`config.mk`:
```
export PLATFORM = sky130hd
export DESIGN_NAME = multi_edge_detect
export DESIGN_NICKNAME = d
export VERILOG_FILES = /design/src/rtl/multi_edge_detect.sv
export SDC_FILE = /design/constraint.sdc
export NUM_CORES = 1
export LEC_CHECK = 0
export BUFFER_PORTS_ARGS = -buffer_cell sky130_fd_sc_hd__buf_2
export CAP_MARGIN = 20
export CORE_UTILIZATION = 58
export DETAILED_ROUTE_END_ITERATION = 10
export HOLD_SLACK_MARGIN = 0.15
export PLACE_DENSITY = 0.8
export SYNTH_ARGS = -nofsm -noshare
export SYNTH_HDL_FRONTEND = slang
export SYNTH_SLANG_ARGS = --single-unit
```
`constraint.sdc`:
```
create_clock -name clk -period 3.55 [get_ports clk]
set_input_delay 0.71 -clock clk [delete_from_list [all_inputs] [get_ports clk]]
set_output_delay 0.71 -clock clk [all_outputs]
set_load 0.01 [all_outputs]
```
`src/rtl/multi_edge_detect.sv`:
```
`default_nettype none
// ============================================================================
// Module   : multi_edge_detect
// Brief    : Multi-channel debounced edge detector with Mealy/Moore ticks,
//            run-time polarity select and a saturating event counter.
// Revision : 1.0 - initial release
// ============================================================================
module multi_edge_detect #(
  parameter int CH  = 4,
  parameter int DEB = 4,
  parameter int CW  = 8
) (
  input  logic          clk,
  input  logic          reset_n,
  input  logic [CH-1:0] level,
  input  logic [1:0]    mode,
  input  logic          clr,
  output logic [CH-1:0] tick_mealy,
  output logic [CH-1:0] tick_moore,
  output logic [CH-1:0] level_db,
  output logic [CW-1:0] edge_count
);

  localparam int                  c_CNT_W    = $clog2(DEB + 1);
  localparam logic [c_CNT_W-1:0]  c_CNT_LAST = c_CNT_W'(DEB - 1);
  localparam logic [c_CNT_W-1:0]  c_CNT_ONE  = c_CNT_W'(1);
  localparam logic [CW-1:0]       c_CNT_MAX  = '1;

  localparam logic [1:0] c_LOW       = 2'd0;
  localparam logic [1:0] c_WAIT_HIGH = 2'd1;
  localparam logic [1:0] c_HIGH      = 2'd2;
  localparam logic [1:0] c_WAIT_LOW  = 2'd3;

  logic w_rise_q;
  logic w_fall_q;

  assign w_rise_q = (mode == 2'b00) || (mode == 2'b10);
  assign w_fall_q = (mode == 2'b01) || (mode == 2'b10);

  genvar g;
  generate
    for (g = 0; g < CH; g++) begin : g_ch
      logic [1:0]         r_state;
      logic [1:0]         w_state_nxt;
      logic [c_CNT_W-1:0] r_cnt;
      logic [c_CNT_W-1:0] w_cnt_nxt;
      logic               w_acc_rise;
      logic               w_acc_fall;
      logic               w_tick;
      logic               w_db;

      always_ff @(posedge clk or negedge reset_n) begin
        if (!reset_n) begin
          r_state <= c_LOW;
          r_cnt   <= '0;
        end else begin
          r_state <= w_state_nxt;
          r_cnt   <= w_cnt_nxt;
        end
      end

      always_comb begin
        w_state_nxt = r_state;
        w_cnt_nxt   = r_cnt;
        w_acc_rise  = 1'b0;
        w_acc_fall  = 1'b0;
        case (r_state)
          c_LOW: begin
            w_cnt_nxt = '0;
            if (level[g]) begin
              if (DEB == 1) begin
                w_state_nxt = c_HIGH;
                w_acc_rise  = 1'b1;
              end else begin
                w_state_nxt = c_WAIT_HIGH;
                w_cnt_nxt   = c_CNT_ONE;
              end
            end
          end
          c_WAIT_HIGH: begin
            if (!level[g]) begin
              w_state_nxt = c_LOW;
              w_cnt_nxt   = '0;
            end else if (r_cnt == c_CNT_LAST) begin
              w_state_nxt = c_HIGH;
              w_cnt_nxt   = '0;
              w_acc_rise  = 1'b1;
            end else begin
              w_cnt_nxt = r_cnt + c_CNT_ONE;
            end
          end
          c_HIGH: begin
            w_cnt_nxt = '0;
            if (!level[g]) begin
              if (DEB == 1) begin
                w_state_nxt = c_LOW;
                w_acc_fall  = 1'b1;
              end else begin
                w_state_nxt = c_WAIT_LOW;
                w_cnt_nxt   = c_CNT_ONE;
              end
            end
          end
          c_WAIT_LOW: begin
            if (level[g]) begin
              w_state_nxt = c_HIGH;
              w_cnt_nxt   = '0;
            end else if (r_cnt == c_CNT_LAST) begin
              w_state_nxt = c_LOW;
              w_cnt_nxt   = '0;
              w_acc_fall  = 1'b1;
            end else begin
              w_cnt_nxt = r_cnt + c_CNT_ONE;
            end
          end
          default: begin
            w_state_nxt = c_LOW;
            w_cnt_nxt   = '0;
          end
        endcase
      end

      // Gate with reset so a DEB=1 channel cannot tick while held in reset.
      always_comb begin
        w_tick = reset_n & ((w_acc_rise & w_rise_q) | (w_acc_fall & w_fall_q));
        w_db   = (r_state == c_HIGH) || (r_state == c_WAIT_LOW);
      end

      assign tick_mealy[g] = w_tick;
      assign level_db[g]   = w_db;
    end
  endgenerate

  logic [CH-1:0] r_tick_moore;
  logic [CW-1:0] r_edge_count;
  logic [CW-1:0] w_pop;
  logic [CW:0]   w_sum;

  // Extra sum bit flags overflow; CW is wide enough to hold CH.
  always_comb begin
    w_pop = '0;
    for (int i = 0; i < CH; i++) begin
      w_pop = w_pop + CW'(r_tick_moore[i]);
    end
    w_sum = {1'b0, r_edge_count} + {1'b0, w_pop};
  end

  always_ff @(posedge clk or negedge reset_n) begin
    if (!reset_n) begin
      r_tick_moore <= '0;
      r_edge_count <= '0;
    end else begin
      r_tick_moore <= tick_mealy;
      if (clr) begin
        r_edge_count <= '0;
      end else if (w_sum[CW]) begin
        r_edge_count <= c_CNT_MAX;
      end else begin
        r_edge_count <= w_sum[CW-1:0];
      end
    end
  end

  assign tick_moore = r_tick_moore;
  assign edge_count = r_edge_count;

endmodule
`default_nettype wire

```
==> reports/metrics.yaml <==
outcome:
  status: "finished, final reports clean"
setup_path:
  cp.required_ps: 2840
  critPathKind: "in2out"
  cp-start-kind: "input pin"
  arrival_ps: 1760
  worst-path-max-fanout: 4
  endpoint_kind: "output pin"
synth:
  synth_top_area_cell: "dfrtp_1"
  yosysSeqAreaShare: 0.518
  synth_top_family_by_area: "simple AND/OR/NAND/NOR gates"
  synth-xor-area-share: 0.0397
  synth.net_count: 161
  synthAdderAreaFrac: 0.0955
  ys_top_cells_by_area: "dfrtp_1 52%, ha_1 5.7%, fa_1 3.9%, buf_4 3.9%, inv_1 3.2%"
  synthMuxAreaShare: 0.00729
  synth_area_sq_um: 1550
  synth_compound_area_frac: 0.0964
  ys_seq_elements: 32
  synth-simple-area-share: 0.156
  synth_top_area_share: 0.518
  avgSynthCellArea_sq_um: 10.9
  synthCells: 142
  ys_types: 29
  yosys_warnings: 0
clock_network:
  cts_resized: 0
  hold_buffers: 0
  cts_max_path_buffers: 2
  clk_pin_slew_ps: 90
  clock_latency_ps: 320
  root_buffer: "clkbuf_4"
  cts_tree: "built"
  cts_buffers: 5
  cts_sinks: 32
  post_cts_buffers: 0
  htreeDepth: 2
final_layout:
  fin_area_sq_um: 1700
  final_cell_mix: "32 x dfrtp_1, 28 x buf_2, 13 x inv_1"
  layout_commonest_cell: "dfrtp_1"
  nFillCells: 195
  nNetsFinal: 184
  post-route-util: 0.682
  syn_to_final_growth_pct: 10.3
  drive_gt1_frac: 0.235
  diodes: 0
global_route:
  overflow: 0
  antenna_found_initial: 0
  grt.total_usage: 0.232
  grt_pass1_wl_um: 4620
  grt_pass1_vias: 1069
  grt_max_degree: 24
floorplan:
  die-height_um: 53.6
  std_cell_rows: 18
  start_util: 0.618
  die_area_sq_um: 2870
  io_pins: 29
  core_sq_um: 2500
  die_x_um: 53.6
sta:
  period_share: 0.694
  worst_pin_slew_ps: 453
  fin_crit_ps: 2470
  clock.fmax_ghz: 0.406
  final.setup.tns_ps: 0
  maxSlewViolCount: 0
  slew_headroom: 0.698
  skew_ps: 3.24
  rsz0062_at_grt: "no"
  final_hold_viol_count: 0
  setup_viol: 0
worst_hold_path:
  hold_path_class: "in2async"
placement:
  dp_hpwl_um: 2030
  routabilityCongestion: 0.768
  io_buffers: 28
  placed_area_sq_um: 1650
job:
  drv_cap: 0
drt:
  num_vias: 1092
  drt_iter0_markers: 27
  viasPerCell: 5.57
  wl_per_cell_um: 13.3
  drt_pre_antenna_iters: 4
  totalWireLength_um: 2610
  route.detailed.drc: 0
  ant_nets: 0
power:
  leakagePower_nw: 0.884
  power_per_cell_area_nw_per_um2: 573
  vdd_drop_max_mv: 0.407
[cell usage after synthesis, drive strengths merged]
cell type	count
o21ai	6
and2	3
o2111a	1
a21oi	6
fa	3
nand2	8
and3	3
a311oi	1
clkbuf	4
and4	1
a21boi	3
a211oi	1
and4b	3
clkdlybuf4s25	1
xor2	5
xnor2	2
buf	8
dfrtp	32
nand3b	3
a31oi	6
nor3	6
inv	13
ha	7
mux2	1
nand4	1
nor2	8
nor3b	5
nor2b	1
[cell families (layout without fill, tap and decap cells)]
kind of cell    count (synthesis)  count (layout)
fa+ha+maj                      10              10
simple gates                   42              42
xor+xnor                        7               7
mux                             1               1
compound gates                 24              24
flops                          32              32
buf+inv                        26              50
[critical path, stage by stage]
cell and delay (ps):
buf_2 90, inv_1 70, ha_1 150, nor2_1 80, nor3_1 130, a31oi_1 60, nor3b_1 270, buf_2 190
[worst paths after layout]
kind	slack (ps)	endpoint	cells past startpoint	startpoint
setup reg to reg	1170	edge_count[6]	8	tick_moore[0]
setup / recovery	1080	tick_mealy[2]	8	mode[0]
hold / removal	320	g_ch[2].r_cnt[1]	1	reset_n
min in group clk	460	g_ch[1].r_cnt[0]	1	g_ch[1].r_cnt[0]
max in group asynchronous	2680	edge_count[6]	2	reset_n
hold reg to reg	460	g_ch[1].r_cnt[0]	1	g_ch[1].r_cnt[0]
[layer usage]
metal  vias up  GRT usage  part of all wire
met5         -          0                 0
met4         0      0.105             0.020
met3         7     0.0593             0.046
met2        29      0.379              0.47
met1       534      0.289              0.46
li1        522          -                 -
[cell type report]
type,count,area (sq um),share of cell area
clock buffers,8,58.8,0.0345
inverters,13,48.8,0.0286
multi-input cells,84,611,0.358
flip-flops and latches,32,801,0.470
well taps,30,37.5,0.0220
repair buffers,29,148,0.0866
[report_power, final]
group / internal [W] / total, W / switching (W) / leakage, nW
sequential: 0.000456 / 0.000533 / 0.0000770 / 0.421
clock: 0.0000976 / 0.000210 / 0.000112 / 0.0326
combinational: 0.000108 / 0.000233 / 0.000125 / 0.430
[stage by stage]
step | power, W | worst slack [ps] | cells | hold slack (ps)
2_1_floorplan | 0.000729 | 1290 | 142 | 414
3_3_place_gp | 0.000753 | 1130 | 188 | 449
3_5_place_dp | 0.000777 | 1060 | 188 | 457
4_1_cts | 0.000991 | 1060 | 196 | 318
5_1_grt | 0.00106 | 856 | 196 | 348
6_report | 0.000976 | 1080 | 196 | 322
(Power assumes the default switching activity.)
